==> config.mk <==
export PLATFORM = sky130hd
export DESIGN_NAME = fma_special_pipe
export DESIGN_NICKNAME = d
export VERILOG_FILES = /design/src/rtl/fma_special_pipe.sv
export SDC_FILE = /design/constraint.sdc
export NUM_CORES = 1
export LEC_CHECK = 0
export ABC_AREA = 1
export BUFFER_PORTS_ARGS = -buffer_cell sky130_fd_sc_hd__buf_2
export CELL_PAD_IN_SITES_DETAIL_PLACEMENT = 1
export CELL_PAD_IN_SITES_GLOBAL_PLACEMENT = 1
export CORE_MARGIN = 5
export CORE_UTILIZATION = 44
export DETAILED_ROUTE_END_ITERATION = 12
export GPL_ROUTABILITY_DRIVEN = 1
export PLACE_DENSITY_LB_ADDON = 0.1
export SLEW_MARGIN = 20
export SYNTH_ARGS = -nofsm -noshare
export SYNTH_HDL_FRONTEND = slang
export SYNTH_SLANG_ARGS = --single-unit
export TNS_END_PERCENT = 10
==> constraint.sdc <==
create_clock -name clk -period 2.41 [get_ports clk]
set_input_delay 0.1205 -clock clk [delete_from_list [all_inputs] [get_ports clk]]
set_output_delay 0.1205 -clock clk [all_outputs]
set_load 0.1 [all_outputs]
==> src/rtl/fma_special_pipe.sv <==
// Two-stage special-case/exception stage after the FMA round datapath.
// Ports: x,y,z,sum,nonzero_mant,rm in (valid/ready); result,special,flags out; fflags accrued.
module fma_special_pipe #(
  parameter int EW = 5,
  parameter int MW = 10
) (
  input  logic             clk,
  input  logic             reset_n,
  input  logic             in_valid,
  output logic             in_ready,
  input  logic [EW+MW:0]   x,
  input  logic [EW+MW:0]   y,
  input  logic [EW+MW:0]   z,
  input  logic [EW+MW:0]   sum,
  input  logic             nonzero_mant,
  input  logic [2:0]       rm,
  output logic             out_valid,
  input  logic             out_ready,
  output logic [EW+MW:0]   result,
  output logic             special,
  output logic [4:0]       flags,
  output logic [4:0]       fflags,
  input  logic             fflags_clr
);

  localparam int FLEN = 1 + EW + MW;

  localparam logic [2:0] RNE = 3'b000;
  localparam logic [2:0] RDN = 3'b010;
  localparam logic [2:0] RUP = 3'b011;
  localparam logic [2:0] RMM = 3'b100;

  localparam logic [FLEN-1:0] QNAN =
    {1'b0, {EW{1'b1}}, 1'b1, {(MW-1){1'b0}}};

  // {zero, inf, qnan, snan}
  function automatic logic [3:0] classify(
    input logic [FLEN-1:0] v
  );
    logic eo, ez, mz;
    eo = &v[MW+:EW];
    ez = ~|v[MW+:EW];
    mz = ~|v[MW-1:0];
    classify = {ez & mz, eo & mz,
                eo & v[MW-1],
                eo & ~v[MW-1] & ~mz};
  endfunction

  logic            s1_valid;
  logic [FLEN-1:0] s1_x, s1_y, s1_z, s1_sum;
  logic            s1_nm;
  logic [2:0]      s1_rm;

  logic s2_adv;
  logic hs;

  assign s2_adv   = ~out_valid | out_ready;
  assign in_ready = ~s1_valid | s2_adv;
  assign hs       = out_valid & out_ready;

  always_ff @(posedge clk or negedge reset_n) begin
    if (!reset_n) begin
      s1_valid <= 1'b0;
      s1_x     <= '0;
      s1_y     <= '0;
      s1_z     <= '0;
      s1_sum   <= '0;
      s1_nm    <= 1'b0;
      s1_rm    <= '0;
    end else if (in_ready) begin
      s1_valid <= in_valid;
      if (in_valid) begin
        s1_x   <= x;
        s1_y   <= y;
        s1_z   <= z;
        s1_sum <= sum;
        s1_nm  <= nonzero_mant;
        s1_rm  <= rm;
      end
    end
  end

  logic [3:0] cx, cy, cz;
  logic xs, ys, zs, ps;
  logic any_nan, any_snan;
  logic p_inf, p_zero, inv;
  logic sum_eo, sum_ez, ss, to_inf;

  assign cx = classify(s1_x);
  assign cy = classify(s1_y);
  assign cz = classify(s1_z);
  assign xs = s1_x[FLEN-1];
  assign ys = s1_y[FLEN-1];
  assign zs = s1_z[FLEN-1];
  assign ps = xs ^ ys;

  assign any_nan  = |{cx[1:0], cy[1:0], cz[1:0]};
  assign any_snan = cx[0] | cy[0] | cz[0];
  assign p_inf    = cx[2] | cy[2];
  assign p_zero   = cx[3] | cy[3];
  assign inv      = (p_inf & p_zero)
                  | (p_inf & cz[2] & (zs != ps));

  assign sum_eo = &s1_sum[MW+:EW];
  assign sum_ez = ~|s1_sum[MW+:EW];
  assign ss     = s1_sum[FLEN-1];
  // Overflow rounds to infinity unless the mode pulls toward zero.
  assign to_inf = (s1_rm == RNE) | (s1_rm == RMM)
                | ((s1_rm == RUP) & ~ss)
                | ((s1_rm == RDN) & ss);

  logic [FLEN-1:0] nx_res;
  logic            nx_spec;
  logic [4:0]      nx_flags;

  always_comb begin
    nx_res   = s1_sum;
    nx_spec  = 1'b0;
    nx_flags = {4'b0000, s1_nm};
    if (any_nan) begin
      nx_res   = QNAN;
      nx_spec  = 1'b1;
      nx_flags = {any_snan, 4'b0000};
    end else if (inv) begin
      nx_res   = QNAN;
      nx_spec  = 1'b1;
      nx_flags = 5'b10000;
    end else if (p_inf) begin
      nx_res   = {ps, {EW{1'b1}}, {MW{1'b0}}};
      nx_spec  = 1'b1;
      nx_flags = '0;
    end else if (cz[2]) begin
      nx_res   = s1_z;
      nx_spec  = 1'b1;
      nx_flags = '0;
    end else if (p_zero & cz[3]) begin
      nx_res   = '0;
      nx_res[FLEN-1] = (zs == ps) ? ps
                     : (s1_rm == RDN);
      nx_spec  = 1'b1;
      nx_flags = '0;
    end else if (p_zero) begin
      nx_res   = s1_z;
      nx_spec  = 1'b1;
      nx_flags = '0;
    end else if (sum_eo) begin
      nx_res   = to_inf
               ? {ss, {EW{1'b1}}, {MW{1'b0}}}
               : {ss, {(EW-1){1'b1}}, 1'b0,
                  {MW{1'b1}}};
      nx_flags = 5'b00101;
    end else if (sum_ez & s1_nm) begin
      nx_flags = 5'b00011;
    end
  end

  always_ff @(posedge clk or negedge reset_n) begin
    if (!reset_n) begin
      out_valid <= 1'b0;
      result    <= '0;
      special   <= 1'b0;
      flags     <= '0;
    end else if (s2_adv) begin
      out_valid <= s1_valid;
      if (s1_valid) begin
        result  <= nx_res;
        special <= nx_spec;
        flags   <= nx_flags;
      end
    end
  end

  // Clear wins over history but still keeps a same-cycle delivery.
  always_ff @(posedge clk or negedge reset_n) begin
    if (!reset_n) begin
      fflags <= '0;
    end else if (fflags_clr) begin
      fflags <= hs ? flags : 5'b00000;
    end else if (hs) begin
      fflags <= fflags | flags;
    end
  end

endmodule

==> metrics.md <==
| Metric | Value |
|---|---|
| Status | `complete, no violations` |
| Worst path slowest cell | `dfrtp_1` |
| Worst-margin pin slew | `0.514 ns` |
| Buffers & Inverters on Critical Path | `1` |
| Final setup viols | `0` |
| Reg2Reg Depth | `10` |
| Initial antenna violation count | `0` |
| IO Count | `102` |
| Via count | `3886` |
| Worst hold path cell count | `3` |
| ANT nets after route | `0` |
| Crit path DAT | `2.11 ns` |
| CP required | `2.68 ns` |
| Top-count cell post-synth | `nand2_1` |
| Initial Utilization | `0.448` |
| Gate power share | `0.404` |
| Layout cell share with drive strength beyond 1 | `0.304` |
| Number of global-route vias before repair | `4255` |
| Root Driver | `clkbuf_8` |
| Via-to-Cell Ratio | `4.89` |
| Hold Fails Final Rpt | `0` |
| Sequential Power Share | `0.399` |
| RSZ-0062 raised after global routing | `false` |
| Clk_skew | `0.00970 ns` |
| Commonest cells post-synth | `nand2_1, dfrtp_1, nor2_1` |
| Htree depth | `3` |
| DR iter-0 viols | `89` |
| Synth warn | `0` |
| Max Clk Rate | `0.543 GHz` |
| DP Wirelength | `8.60 mm` |
| Port Buffer Count | `99` |
| Clock Power Share | `0.198` |
| Max-slew violations | `0` |
| Slew HR | `0.657` |
| Total clock sinks | `95` |
| Synth-to-Final Area Change | `31.2%` |
| Share of the synthesized area in the top cell type | `0.519` |
| GRT Util Overall | `0.207` |
| TNS Setup | `0 ns` |
| Sw power | `2.36 mW` |
| DR pass1 iterations | `4` |
| Number of synthesized flops with an enable pin | `0` |
| Placed Cells | `721` |
| Sequential-to-total area share from yosys stat | `0.519` |
| Top post-synthesis cells by area | `dfrtp_1, nand2_1, mux2_2, nor2_1, a21oi_1` |
| Pint | `2.88 mW` |
| Mapped Avg Cell Area | `9.22 um2` |
| Residual DRC | `0` |
| Syn Inst Count | `497` |
| CP max stage delay | `0.40 ns` |
| Placer Congestion | `0.814` |
| Worst Slack Setup Final | `0.567 ns` |
| Grt ovf | `0` |
| CP Depth | `10` |
| Max Cap Viol | `0` |
| TritonCTS clock tree | `done` |
| Switching Share | `0.451` |
| Post-cts resize count | `0` |
| Critical Path End Type | `register` |
| VDD IR-drop max | `596 uV` |
| WHS | `0.00936 ns` |
| Crit path cell chain | `nor2_1, nand3_1, nor2_2, nand2_2, nand3_4, inv_1, nand3_1, nand3_1, nand2_1, nand2_1` |
| Post-Syn Area | `4580 um2` |
| Non-Filler Instances | `794` |
| Worst-path clk slew | `0.09 ns` |
| Die height | `112 um` |
| Class of the most critical setup path | `register to register` |
| #FFs+latches synth | `95` |
| Main flop type after synthesis | `dfrtp_1` |
| Core Footprint | `10200 um2` |
| Post-synth ARST share | `1.00` |
| Place WS | `0.632 ns` |
| Cell variety after synth | `38` |
| Ant diodes | `0` |
| Clock Latency Late Sink | `0.38 ns` |
| Total CTS buffers | `9` |
| Leak Pwr | `3.03 nW` |
| Largest net degree at the start of global routing | `96` |
| WL per Instance | `15.7 um` |
| Min-delay worst type | `input port to register` |
| # rows | `37` |
| Routed Wire Length | `12.5 mm` |
| First-pass GRT wire length | `20.9 mm` |
| Crit-path leading delay family | `simple AND/OR/NAND/NOR gates` |
| Final min period | `1.84 ns` |
| Pwr Density | `871 nW/um2` |
| Critical Path Start Type | `register` |
| Final Cycle Share | `0.765` |
| Die width | `112 um` |
| Final #Nets | `726` |
| Synth area leader | `dfrtp_1` |
| Crit Path Max Fanout | `16` |
| Die area | `12600 um2` |
| Final Instance Area | `6010 um2` |
| Clock Path Buffers | `2` |
| Crit path top cell by count | `nand3_1` |
| Dpl cell area | `5250 um2` |
[metrics by stage]
step                utilization  total power [mW]
floorplan                     -              3.69
global placement          0.513              4.11
detailed placement        0.513              4.17
CTS                       0.588              5.28
global route              0.588              5.51
finish                    0.588              5.24
[layout by cell type (no fill, tap or decap), types with 2 or more instances in the layout]
| cell type | instances |
|---|---|
| a21oi_1 | 38 |
| buf_12 | 3 |
| buf_2 | 98 |
| buf_4 | 4 |
| clkbuf_8 | 12 |
| clkinvlp_4 | 2 |
| conb_1 | 2 |
| dfrtp_1 | 95 |
| dlygate4sd3_1 | 57 |
| inv_1 | 49 |
| inv_2 | 2 |
| mux2_2 | 33 |
| nand2_1 | 99 |
| nand2_2 | 5 |
| nand2_4 | 4 |
| nand3_1 | 28 |
| nand3_2 | 10 |
| nand3_4 | 4 |
| nand4_1 | 2 |
| nor2_1 | 65 |
| nor2_2 | 8 |
| nor2_4 | 6 |
| nor3_1 | 3 |
| o211ai_1 | 2 |
| o21ai_0 | 4 |
| o21ai_1 | 2 |
| o21ai_2 | 2 |
| o22ai_1 | 4 |
| o22ai_2 | 2 |
| xor2_1 | 2 |
[repair_timing]
item | CTS | global route
hold buffers | 57 | 0
endpoints found under the hold margin | 154 | 0
setup buffers | 0 | 0
[cell type report]
cell class | count | area [um2]
Sequential cell | 95 | 2380
Multi-Input combinational cell | 333 | 1920
Clock buffer | 12 | 165
Tap cell | 136 | 170
Clock inverter | 4 | 28.8
Fill cell | 1202 | 4220
Timing Repair Buffer | 162 | 1150
Inverter | 52 | 200
[final timing paths]
check                                      startpoint                      to  slack [ns]
min in group asynchronous                     reset_n     s1_y[1]$_DFFE_PN0P_        0.34
worst min-delay path                             z[3]     s1_z[3]$_DFFE_PN0P_       0.009
worst max register to register    s1_z[1]$_DFFE_PN0P_  result[10]$_DFFE_PN0P_        0.57
worst max-delay path              s1_z[1]$_DFFE_PN0P_  result[10]$_DFFE_PN0P_        0.57
worst min register to register  result[5]$_DFFE_PN0P_   result[5]$_DFFE_PN0P_        0.48
max in group asynchronous                     reset_n   result[4]$_DFFE_PN0P_        1.69
[registers in the layout (all words and copies together), names as in the netlist]
signal and count:
result 16, s1_sum 16, s1_x 16, s1_y 16
s1_z 16, fflags 4, flags 4, s1_rm 3
out_valid 1, s1_nm 1, s1_valid 1, special 1
[per-layer routing]
layer | track usage | vias to the layer above | wire, um
li1 | - | 1903 | -
met1 | 0.256 | 1895 | 5300
met2 | 0.363 | 71 | 6450
met3 | 0.0334 | 17 | 461
met4 | 0.0801 | 0 | 251
met5 | 0 | - | 0
[power by group through the flow]
stage | clock, mW | sequential [mW] | combinational, mW
2_1_floorplan | 0 | 3.03 | 0.660
3_3_place_gp | 0 | 2.10 | 2.01
3_5_place_dp | 0 | 2.12 | 2.05
4_1_cts | 1.07 | 2.09 | 2.13
5_1_grt | 1.13 | 2.13 | 2.26
6_report | 1.04 | 2.09 | 2.11
[cells by family (layout without fill, tap and decap cells)]
group	after synthesis	count (layout)	share of synthesized area
other cells	1	2	0.000818
simple gates	240	240	0.259
xor+xnor	2	2	0.00382
buf+inv	70	230	0.0672
mux	33	33	0.0811
compound gates	56	56	0.0693
flops	95	95	0.519
[worst min-delay path: cells and delay by family]
kind | cells | cell delay, ns
buffers and inverters | 1 | 0.08
AOI/OAI and AO/OA | 1 | 0.11
and+or+nand+nor | 1 | 0.04
Power figures use the tool's default switching activity.
